File: src/rtl/wb_block_master_if.sv
// Signal bundle for wb_block_master: local command/stream side plus the Wishbone master bus.
// The master modport is the block's view; the slave modport is the view of whatever drives it.
interface wb_block_master_if #(
    parameter int unsigned AW = 3,
    parameter int unsigned DW = 32,
    parameter int unsigned LW = 3
);
    // Command
    logic          START_I;
    logic          WRITE_I;
    logic [AW-1:0] BASE_I;
    logic [LW-1:0] LEN_I;
    logic          BUSY_O;
    logic          DONE_O;
    logic          ERR_O;

    // Handshakes: a write beat moves when WR_VLD_I is high and WR_RDY_O pulses in the same
    // cycle; RD_VLD_O is a one-cycle pulse with no back-pressure; a Wishbone beat completes
    // on the cycle where STB_O and ACK_I are both high.
    logic [DW-1:0] WR_DAT_I;
    logic          WR_VLD_I;
    logic          WR_RDY_O;
    logic [DW-1:0] RD_DAT_O;
    logic          RD_VLD_O;

    // Wishbone
    logic [AW-1:0] ADR_O;
    logic [DW-1:0] DAT_O;
    logic [DW-1:0] DAT_I;
    logic          WE_O;
    logic          STB_O;
    logic          CYC_O;
    logic          ACK_I;

    modport master (
        input  START_I, WRITE_I, BASE_I, LEN_I, WR_DAT_I, WR_VLD_I, DAT_I, ACK_I,
        output BUSY_O, DONE_O, ERR_O, WR_RDY_O, RD_DAT_O, RD_VLD_O,
        output ADR_O, DAT_O, WE_O, STB_O, CYC_O
    );

    modport slave (
        output START_I, WRITE_I, BASE_I, LEN_I, WR_DAT_I, WR_VLD_I, DAT_I, ACK_I,
        input  BUSY_O, DONE_O, ERR_O, WR_RDY_O, RD_DAT_O, RD_VLD_O,
        input  ADR_O, DAT_O, WE_O, STB_O, CYC_O
    );
endinterface

File: src/rtl/wb_block_master.sv
// Wishbone classic-cycle master running address-incrementing block reads/writes.
// Optional ACK watchdog enabled by defining WB_MASTER_TIMEOUT_EN.
module wb_block_master #(
    parameter int unsigned AW  = 3,
    parameter int unsigned DW  = 32,
    parameter int unsigned LW  = 3,
    parameter int unsigned TMO = 15
) (
    input  logic              CLK_I,
    input  logic              RST_I,
    wb_block_master_if.master bus,
    output logic [2:0]        DBG_STATE_O
);
    typedef enum logic [2:0] {
        S_IDLE = 3'd0,
        S_REQ  = 3'd1,
        S_WAIT = 3'd2,
        S_GAP  = 3'd3,
        S_DONE = 3'd4
    } state_e;

    state_e        state_q;
    logic          we_q;
    logic [AW-1:0] adr_q;
    logic [DW-1:0] dat_q;
    logic [LW-1:0] cnt_q;
    logic          last_q;
    logic          stb_q;
    logic          busy_q;
    logic          done_q;
    logic [DW-1:0] rd_dat_q;
    logic          rd_vld_q;
    logic          can_issue;

    // A read can always be issued; a write waits for stream data.
    assign can_issue = !we_q || bus.WR_VLD_I;

`ifdef WB_MASTER_TIMEOUT_EN
    localparam int unsigned TW = (TMO > 1) ? $clog2(TMO) : 1;
    logic [TW-1:0] tmo_q;
    logic          err_q;
`endif

    always_ff @(posedge CLK_I) begin
        if (RST_I) begin
            state_q  <= S_IDLE;
            we_q     <= 1'b0;
            adr_q    <= '0;
            dat_q    <= '0;
            cnt_q    <= '0;
            last_q   <= 1'b0;
            stb_q    <= 1'b0;
            busy_q   <= 1'b0;
            done_q   <= 1'b0;
            rd_dat_q <= '0;
            rd_vld_q <= 1'b0;
`ifdef WB_MASTER_TIMEOUT_EN
            tmo_q    <= '0;
            err_q    <= 1'b0;
`endif
        end else begin
            done_q   <= 1'b0;
            rd_vld_q <= 1'b0;
            case (state_q)
                S_IDLE: begin
                    if (bus.START_I) begin
                        we_q    <= bus.WRITE_I;
                        adr_q   <= bus.BASE_I;
                        cnt_q   <= bus.LEN_I;
                        busy_q  <= 1'b1;
                        state_q <= S_REQ;
`ifdef WB_MASTER_TIMEOUT_EN
                        err_q   <= 1'b0;
`endif
                    end
                end
                S_REQ: begin
                    if (can_issue) begin
                        stb_q   <= 1'b1;
                        dat_q   <= we_q ? bus.WR_DAT_I : dat_q;
                        state_q <= S_WAIT;
`ifdef WB_MASTER_TIMEOUT_EN
                        tmo_q   <= '0;
`endif
                    end
                end
                S_WAIT: begin
                    if (bus.ACK_I) begin
                        stb_q   <= 1'b0;
                        adr_q   <= adr_q + 1'b1;
                        cnt_q   <= cnt_q - 1'b1;
                        last_q  <= (cnt_q == '0);
                        state_q <= S_GAP;
                        if (!we_q) begin
                            rd_dat_q <= bus.DAT_I;
                            rd_vld_q <= 1'b1;
                        end
                    end
`ifdef WB_MASTER_TIMEOUT_EN
                    else if (tmo_q == TW'(TMO - 1)) begin
                        // Abandon the whole command; the stalled beat is not reported.
                        stb_q   <= 1'b0;
                        err_q   <= 1'b1;
                        busy_q  <= 1'b0;
                        done_q  <= 1'b1;
                        state_q <= S_DONE;
                    end else begin
                        tmo_q <= tmo_q + 1'b1;
                    end
`endif
                end
                S_GAP: begin
                    // The GAP cycle doubles as the request slot for the next beat.
                    if (last_q) begin
                        busy_q  <= 1'b0;
                        done_q  <= 1'b1;
                        state_q <= S_DONE;
                    end else if (can_issue) begin
                        stb_q   <= 1'b1;
                        dat_q   <= we_q ? bus.WR_DAT_I : dat_q;
                        state_q <= S_WAIT;
`ifdef WB_MASTER_TIMEOUT_EN
                        tmo_q   <= '0;
`endif
                    end else begin
                        state_q <= S_REQ;
                    end
                end
                S_DONE: begin
                    state_q <= S_IDLE;
                end
                default: begin
                    state_q <= S_IDLE;
                end
            endcase
        end
    end

    assign bus.BUSY_O   = busy_q;
    assign bus.DONE_O   = done_q;
    assign bus.WR_RDY_O = (state_q == S_WAIT) && stb_q && we_q && bus.ACK_I;
    assign bus.RD_DAT_O = rd_dat_q;
    assign bus.RD_VLD_O = rd_vld_q;
    assign bus.ADR_O    = adr_q;
    assign bus.DAT_O    = dat_q;
    assign bus.WE_O     = stb_q && we_q;
    assign bus.STB_O    = stb_q;
    assign bus.CYC_O    = stb_q;
    assign DBG_STATE_O  = state_q;

`ifdef WB_MASTER_TIMEOUT_EN
    assign bus.ERR_O = err_q;
`else
    // TMO has no effect without the watchdog.
    localparam logic TmoSet = (TMO != 0);
    assign bus.ERR_O = TmoSet & 1'b0;
`endif
endmodule

File: src/flat_wrapper.sv
// flat-port wrapper written by rule: the top's interface ports become plain ports
module wb_block_master_flat 
#(
    parameter int unsigned AW  = 3,
    parameter int unsigned DW  = 32,
    parameter int unsigned LW  = 3,
    parameter int unsigned TMO = 15
)
  (CLK_I, RST_I, DBG_STATE_O, bus_START_I, bus_WRITE_I, bus_BASE_I, bus_LEN_I, bus_WR_DAT_I, bus_WR_VLD_I, bus_DAT_I, bus_ACK_I, bus_BUSY_O, bus_DONE_O, bus_ERR_O, bus_WR_RDY_O, bus_RD_DAT_O, bus_RD_VLD_O, bus_ADR_O, bus_DAT_O, bus_WE_O, bus_STB_O, bus_CYC_O);
  wb_block_master_if #(.AW(AW), .DW(DW), .LW(LW)) bus_i ();
  input  logic CLK_I;
  input  logic RST_I;
  output logic [2:0] DBG_STATE_O;
  input wire logic [$bits(bus_i.START_I)-1:0] bus_START_I;
  input wire logic [$bits(bus_i.WRITE_I)-1:0] bus_WRITE_I;
  input wire logic [$bits(bus_i.BASE_I)-1:0] bus_BASE_I;
  input wire logic [$bits(bus_i.LEN_I)-1:0] bus_LEN_I;
  input wire logic [$bits(bus_i.WR_DAT_I)-1:0] bus_WR_DAT_I;
  input wire logic [$bits(bus_i.WR_VLD_I)-1:0] bus_WR_VLD_I;
  input wire logic [$bits(bus_i.DAT_I)-1:0] bus_DAT_I;
  input wire logic [$bits(bus_i.ACK_I)-1:0] bus_ACK_I;
  output wire logic [$bits(bus_i.BUSY_O)-1:0] bus_BUSY_O;
  output wire logic [$bits(bus_i.DONE_O)-1:0] bus_DONE_O;
  output wire logic [$bits(bus_i.ERR_O)-1:0] bus_ERR_O;
  output wire logic [$bits(bus_i.WR_RDY_O)-1:0] bus_WR_RDY_O;
  output wire logic [$bits(bus_i.RD_DAT_O)-1:0] bus_RD_DAT_O;
  output wire logic [$bits(bus_i.RD_VLD_O)-1:0] bus_RD_VLD_O;
  output wire logic [$bits(bus_i.ADR_O)-1:0] bus_ADR_O;
  output wire logic [$bits(bus_i.DAT_O)-1:0] bus_DAT_O;
  output wire logic [$bits(bus_i.WE_O)-1:0] bus_WE_O;
  output wire logic [$bits(bus_i.STB_O)-1:0] bus_STB_O;
  output wire logic [$bits(bus_i.CYC_O)-1:0] bus_CYC_O;
  assign bus_i.START_I = bus_START_I;
  assign bus_i.WRITE_I = bus_WRITE_I;
  assign bus_i.BASE_I = bus_BASE_I;
  assign bus_i.LEN_I = bus_LEN_I;
  assign bus_i.WR_DAT_I = bus_WR_DAT_I;
  assign bus_i.WR_VLD_I = bus_WR_VLD_I;
  assign bus_i.DAT_I = bus_DAT_I;
  assign bus_i.ACK_I = bus_ACK_I;
  assign bus_BUSY_O = bus_i.BUSY_O;
  assign bus_DONE_O = bus_i.DONE_O;
  assign bus_ERR_O = bus_i.ERR_O;
  assign bus_WR_RDY_O = bus_i.WR_RDY_O;
  assign bus_RD_DAT_O = bus_i.RD_DAT_O;
  assign bus_RD_VLD_O = bus_i.RD_VLD_O;
  assign bus_ADR_O = bus_i.ADR_O;
  assign bus_DAT_O = bus_i.DAT_O;
  assign bus_WE_O = bus_i.WE_O;
  assign bus_STB_O = bus_i.STB_O;
  assign bus_CYC_O = bus_i.CYC_O;
  wb_block_master #(.AW(AW), .DW(DW), .LW(LW), .TMO(TMO)) u_core (.CLK_I(CLK_I), .RST_I(RST_I), .bus(bus_i), .DBG_STATE_O(DBG_STATE_O));
endmodule
File: config.mk
export PLATFORM = sky130hd
export DESIGN_NAME = wb_block_master_flat
export DESIGN_NICKNAME = d
export VERILOG_FILES = /design/src/rtl/wb_block_master_if.sv /design/src/rtl/wb_block_master.sv /design/src/flat_wrapper.sv
export SDC_FILE = /design/constraint.sdc
export NUM_CORES = 1
export LEC_CHECK = 0
export CAP_MARGIN = 20
export CORE_ASPECT_RATIO = 1.75
export CORE_UTILIZATION = 38
export DETAILED_ROUTE_END_ITERATION = 6
export GPL_TIMING_DRIVEN = 1
export PLACE_DENSITY = 0.87
export SLEW_MARGIN = 0
export SYNTH_ARGS = -nofsm -noshare
export SYNTH_HDL_FRONTEND = slang
export SYNTH_SLANG_ARGS = --single-unit
File: constraint.sdc
create_clock -name CLK_I -period 1.29 [get_ports CLK_I]
set_input_delay 0.3225 -clock CLK_I [delete_from_list [all_inputs] [get_ports CLK_I]]
set_output_delay 0.3225 -clock CLK_I [all_outputs]
set_load 0.05 [all_outputs]
==> results of run 1 <==
## worst max-delay path by stage
stage                     startpoint                      end  slack, ps  depth (start not counted)
3_5_place_dp               bus_ACK_I   u_core.bus.RD_DAT_O[1]       -530                          5
6_report       u_core.DBG_STATE_O[2]  u_core.bus.RD_DAT_O[28]       -380                          7
5_1_grt        u_core.DBG_STATE_O[2]             bus_WR_RDY_O       -390                          3
2_1_floorplan  u_core.DBG_STATE_O[2]             bus_WR_RDY_O       -190                          4
3_3_place_gp               bus_ACK_I   u_core.bus.RD_DAT_O[7]       -460                          5
4_1_cts        u_core.DBG_STATE_O[2]             bus_WR_RDY_O       -330                          3
## state kept, by name (all words and copies together) (netlist names)
| name | flops |
|---|---|
| u_core.bus.BUSY_O | 1 |
| u_core.bus.CYC_O | 1 |
| u_core.bus.DAT_O | 32 |
| u_core.last_q | 1 |
| u_core.we_q | 1 |
| u_core.bus.RD_VLD_O | 1 |
| u_core.bus.ADR_O | 3 |
| u_core.cnt_q | 3 |
| u_core.bus.RD_DAT_O | 32 |
| u_core.bus.DONE_O | 1 |
| u_core.DBG_STATE_O | 3 |
## synthesized netlist by cell type, types with 2 or more instances
cell	instances
nand3_1	32
o31ai_1	34
buf_1	3
nand4_1	32
a211oi_1	3
ha_1	3
nand2b_1	3
clkbuf_1	26
buf_2	16
dfxtp_1	79
nand2_1	6
inv_1	7
and3_1	2
a21oi_1	71
buf_4	4
nor2b_1	2
o21ai_1	3
nor2_1	8
and2_1	4
mux2i_1	4
o21ai_0	31
## critical path, delay by kind of cell (launching register included)
family / cells / cell delay (ps)
flops: 1 / 350
buf+inv: 4 / 640
compound gates: 2 / 240
simple gates: 1 / 320
## cell type report
cell class	instances	area [um2]	area share, %
Clock buffer	12	268	3.38
Clock inverter	4	51.3	0.648
Inverter	7	26.3	0.332
Multi-Input combinational cell	258	2440	30.8
Sequential cell	79	1610	20.3
Tap cell	117	146	1.85
Timing Repair Buffer	224	3380	42.7
## power by group
group / internal [mW] / switching [mW] / total (mW)
logic: 0.931 / 0.986 / 1.92
registers: 2.51 / 0.102 / 2.62
clock network: 1.67 / 1.04 / 2.71
total: 5.12 / 2.13 / 7.24
## timing repair
item                                   in CTS  in global routing
pin swaps                                  36                 89
setup endpoints to repair                  46                 84
gates resized for setup                    87                120
cloned                                     11                  6
endpoints found under the hold margin       0                  0
setup buffers                              11                 15
## per-layer routing
metal,part of all wire (%),vias to the layer above,GRT usage (%)
met5,0,-,0
met4,6.3,0,16.3
met3,6.0,92,5.91
met2,55,283,57.9
met1,33,2121,30.2
li1,-,1839,-
## per-stage QoR
step	hold slack, ps	setup WS, ps
after global placement	454	-463
after global routing	383	-387
final	362	-385
after floorplan	445	-194
after detailed placement	458	-526
after CTS	331	-330
## kinds of logic after synthesis
family	Yosys count	share of synthesized area (%)
AO/OA/AOI/OAI	150	25.8
AND/OR/NAND/NOR	98	17.0
flip-flops	79	46.6
buffers and inverters	57	7.55
multiplexers	6	1.92
adder cells (fa/ha/maj)	3	1.11
other	1	0.110
==> impl_metrics.toml, run 1 <==
[sta]
finalSetupViolations = 86
period_minus_slack_ps = 1670
layout_setup_ws_ps = -385
drv_slew = 0
slew_headroom_pct = 51.9
post-route-period-util_pct = 130
hold_viol = 0
fmax_ghz = 0.597
skew_ps = 8.29
rsz0062_at_grt = "true"
tns_ps = -19460
worst_pin_slew_ps = 722

[outcome]
status = "finished with violations"
violations = "setup timing"

[yosys]
yosys_warnings = 0
synth_nets = 473
yosysUniqueCellTypes = 42
synth_edf_count = 0
synthFlopType = "dfxtp_1"
synthArstFlopShare_pct = 0
seq_area_frac_synth_pct = 46.6
mappedNetlistArea_um2 = 3400
ys_ff_latch = 79
ys_top_cells_by_area = "dfxtp_1, a21oi_1, o31ai_1, nand4_1, nand3_1"
syn_avg_cell_area_um2 = 8.62
synth_top_area_share_pct = 46.6
yosysTopAreaCell = "dfxtp_1"
synthCells = 394

[min_path]
hold_end = "u_core.DBG_STATE_O[0]"
hold_depth = 3
hp-class = "in2reg"
hold_start = "RST_I"

[clock_tree]
cts_tree = "built"
clk_latency_ps = 340
cts.path.max_buffers = 2
clk_pin_slew_ps = 60
clockRootBuffer = "clkbuf_16"
clkSinkCount = 79
cts_max_level = 3
cts_buffers = 9
ctsHoldBuffers = 0

[critical_path]
crit_chain = "buf_4, buf_6, nand4bb_4, buf_12, buf_16, o21ai_2, a21oi_1"
critPathSlowestCell = "dfxtp_4"
critPathKind = "reg2reg"
reg2reg_from = "u_core.DBG_STATE_O[2]"
startpoint_type = "flip-flop"
critPathMaxStageDelay_ps = 350
path_max_fanout = 8
required_ps = 1500
r2r_cells = 7
reg2reg_to = "u_core.bus.RD_DAT_O[28]"
end_kind = "flip-flop"
r2r_slack_ps = -380
worstPathArrival_ps = 1890

[drt]
vias = 4335
routed_wirelength_mm = 18.4
drc = 0
drt_iter0_drc = 319
viasPerCell = 6.18
first_pass_iters = 7
ant_nets = 0
drt-wirelength-per-cell_um = 26.3

[global_routing]
grtUsageTotal_pct = 30.7
antenna_found_initial = 0
gr-total-overflow = 0
grt_max_degree = 45
grt_pass1_wl_mm = 21.8
grt_pass1_vias = 4223

[layout]
final_common_cell = "buf_12"
layout_common_cells = "buf_12, clkdlybuf4s50_1, dfxtp_1"
final_util_pct = 91.3
fin_area_um2 = 7920
drive_gt1_share_pct = 49.8
areaGrowthSynthToFinish_pct = 133
nets = 658
final_cells = 701
antenna_cells = 0
nFillCells = 314

[flow_run]
max_cap_viol_count = 0

[place]
numPortBuffers = 152
hpwl_mm = 8.04
gp_congestion = 0.859
placed_area_um2 = 5960
dpl.cell_count = 642

[die]
initial_core_util_pct = 39.2
core.rowCount = 45
die_x_um = 73.5
die_h_um = 127
core-area_um2 = 8670
dieArea_um2 = 9330
io_pins = 154

[power]
ir_drop_mv = 0.994
fin_total_pwr_mw = 7.24
powerDensity_nw_per_um2 = 915
p_leak_nw = 2.71
Note: power is estimated with default switching activity, not from simulation.
==> inputs of run 2 (changes only) <==
--- a/config.mk
+++ b/config.mk
@@ -7,10 +7,10 @@
 export LEC_CHECK = 0
 export CAP_MARGIN = 20
 export CORE_ASPECT_RATIO = 1.75
-export CORE_UTILIZATION = 38
+export CORE_UTILIZATION = 42
 export DETAILED_ROUTE_END_ITERATION = 6
 export GPL_TIMING_DRIVEN = 1
-export PLACE_DENSITY = 0.87
+export PLACE_DENSITY = 0.81
 export SLEW_MARGIN = 0
 export SYNTH_ARGS = -nofsm -noshare
 export SYNTH_HDL_FRONTEND = slang
==> constraint.sdc (replaced) <==
create_clock -name CLK_I -period 1.75 [get_ports CLK_I]
set_input_delay 0.4375 -clock CLK_I [delete_from_list [all_inputs] [get_ports CLK_I]]
set_output_delay 0.4375 -clock CLK_I [all_outputs]
set_load 0.05 [all_outputs]
==> run 2 against run 1 <==
Compared with the run above:
- the run now ends clean
- worst hold slack improved by 17 ps
- sequential share of layout area rose by 11 points
- sequential power fell by 28%
- final cell count fell by 11%
- critical path type is now reg2out
- clock-buffer cell count rose by 1
- largest power group is now registers
- clock power fell by 35%
- total power fell by 38%
- register-to-register slack improved by 600 ps
- die area fell by 9.3%
- clock skew fell by 2.9 ps
- routed wire length fell by 44%
==> impl_metrics.toml, run 2 (same netlist as run 1, synthesis figures left out) <==
[outcome]
status = "completed"

[layout]
nets = 609
final_cells = 623
areaGrowthSynthToFinish_pct = 51.9
antenna_cells = 0
layout_common_cells = "buf_4, dfxtp_1, clkdlybuf4s50_1"
nFillCells = 647
final_common_cell = "buf_4"
drive_gt1_share_pct = 23.5

[drt]
drt-wirelength-per-cell_um = 16.5
wl_met3_um = 763
routed_wirelength_mm = 10.3
routed-wl-met2_mm = 5.37
viasPerCell = 5.70
drc = 0
first_pass_iters = 5
maxUsedRoutingLayer = "met4"
wl_met1_mm = 3.86
drt_iter0_drc = 150
vias = 3552
ant_nets = 0

[critical_path]
reg2reg_to = "u_core.cnt_q[2]"
r2r_slack_ps = 220
startpoint_type = "flip-flop"
critPathMaxStageDelay_ps = 340
end_kind = "output port"
required_ps = 1310
critPathKind = "reg2out"
critPathSlowestCell = "dfxtp_4"
worstPathArrival_ps = 1260
reg2reg_from = "u_core.DBG_STATE_O[1]"
path_max_fanout = 2
r2r_cells = 5
crit_chain = "and4bb_2, and2_4, buf_12"

[die]
core-area_um2 = 7860
core.rowCount = 43
die_h_um = 121
dieArea_um2 = 8460
io_pins = 154
die_x_um = 70.0
initial_core_util_pct = 43.2

[power]
ir_drop_mv = 0.928
powerDensity_nw_per_um2 = 869
p_leak_nw = 1.94

[clock_tree]
clk_pin_slew_ps = 50
clk_latency_ps = 320
clkSinkCount = 79
cts_buffers = 9
clockRootBuffer = "clkbuf_16"
cts_max_level = 3
cts.path.max_buffers = 2
cts_tree = "built"

[sta]
finalSetupViolations = 0
fmax_ghz = 0.588
drv_slew = 0
rsz0062_at_grt = "false"
period_minus_slack_ps = 1700
fin_hold_ws_ps = 379
hold_viol = 0
post-route-period-util_pct = 97.2
skew_ps = 5.42

[global_routing]
grt_pass1_wl_mm = 16.4
gr-total-overflow = 0
grt_pass1_vias = 3547
antenna_found_initial = 0
grt_max_degree = 53
grtUsageTotal_pct = 23.9

[place]
dpl.cell_count = 606
numPortBuffers = 152
gp_congestion = 0.833
hpwl_mm = 7.19

[flow_run]
max_cap_viol_count = 0

[min_path]
hold_end = "u_core.bus.BUSY_O"
hold_start = "RST_I"
hp-class = "in2reg"
hold_depth = 2
[run 2: worst max path at each step]
| stage | startpoint | endpoint | slack [ps] | depth (start not counted) |
|---|---|---|---|---|
| final | u_core.DBG_STATE_O[2] | bus_WR_RDY_O | 50 | 3 |
| after global routing | u_core.DBG_STATE_O[2] | bus_WR_RDY_O | 20 | 3 |
| after CTS | u_core.DBG_STATE_O[2] | bus_WR_RDY_O | 30 | 3 |
| after detailed placement | bus_ACK_I | bus_WR_RDY_O | -210 | 4 |
| after global placement | bus_ACK_I | bus_WR_RDY_O | -210 | 4 |
| after floorplan | u_core.DBG_STATE_O[1] | bus_WR_RDY_O | 40 | 4 |
[run 2: timing repair]
action	CTS	global route
resized for setup	2	0
hold buffers	0	0
buffers inserted	3	0
hold endpoints to repair	0	0
setup endpoints to repair	1	0
[run 2: cell type report]
cell class | count | area (um2) | area share (%)
timing repair buffer | 175 | 1580 | 30.7
clock inverter | 1 | 30.0 | 0.582
sequential | 79 | 1590 | 30.9
tap | 90 | 113 | 2.18
inverter | 7 | 26.3 | 0.509
multi-input combinational | 258 | 1560 | 30.3
clock buffer | 13 | 250 | 4.85
[run 2: through the flow]
stage | setup WS (ps) | instance area, um2 | TNS, ps | total power, mW | utilization [%]
final | 48.9 | 5160 | 0 | 4.48 | 65.7
after detailed placement | -208 | 4850 | -6140 | 2.74 | 61.8
after floorplan | 35.5 | 3410 | 0 | 2.38 | -
after global placement | -213 | 4850 | -4730 | 2.72 | 61.8
after CTS | 32.2 | 5160 | 0 | 4.52 | 65.7
after global routing | 20.4 | 5160 | 0 | 4.65 | 65.7
[run 2: report_power, final]
group / total (mW) / switching [mW] / internal [mW]
logic: 0.824 / 0.473 / 0.351
registers: 1.89 / 0.0332 / 1.85
clock network: 1.77 / 0.645 / 1.13
total: 4.48 / 1.15 / 3.33
[run 2: routing by layer]
| layer | up-vias | global-route usage, % |
|---|---|---|
| li1 | 1723 | - |
| met3 | 30 | 7.39 |
| met4 | 0 | 11.6 |
| met2 | 149 | 42.1 |
| met5 | - | 0 |
| met1 | 1650 | 25.6 |
[run 2: critical path: cells and delay by family, from the launching register on]
kind	cells	cell delay, ps
and+or+nand+nor	2	470
DFF	1	340
buffers and inverters	1	130
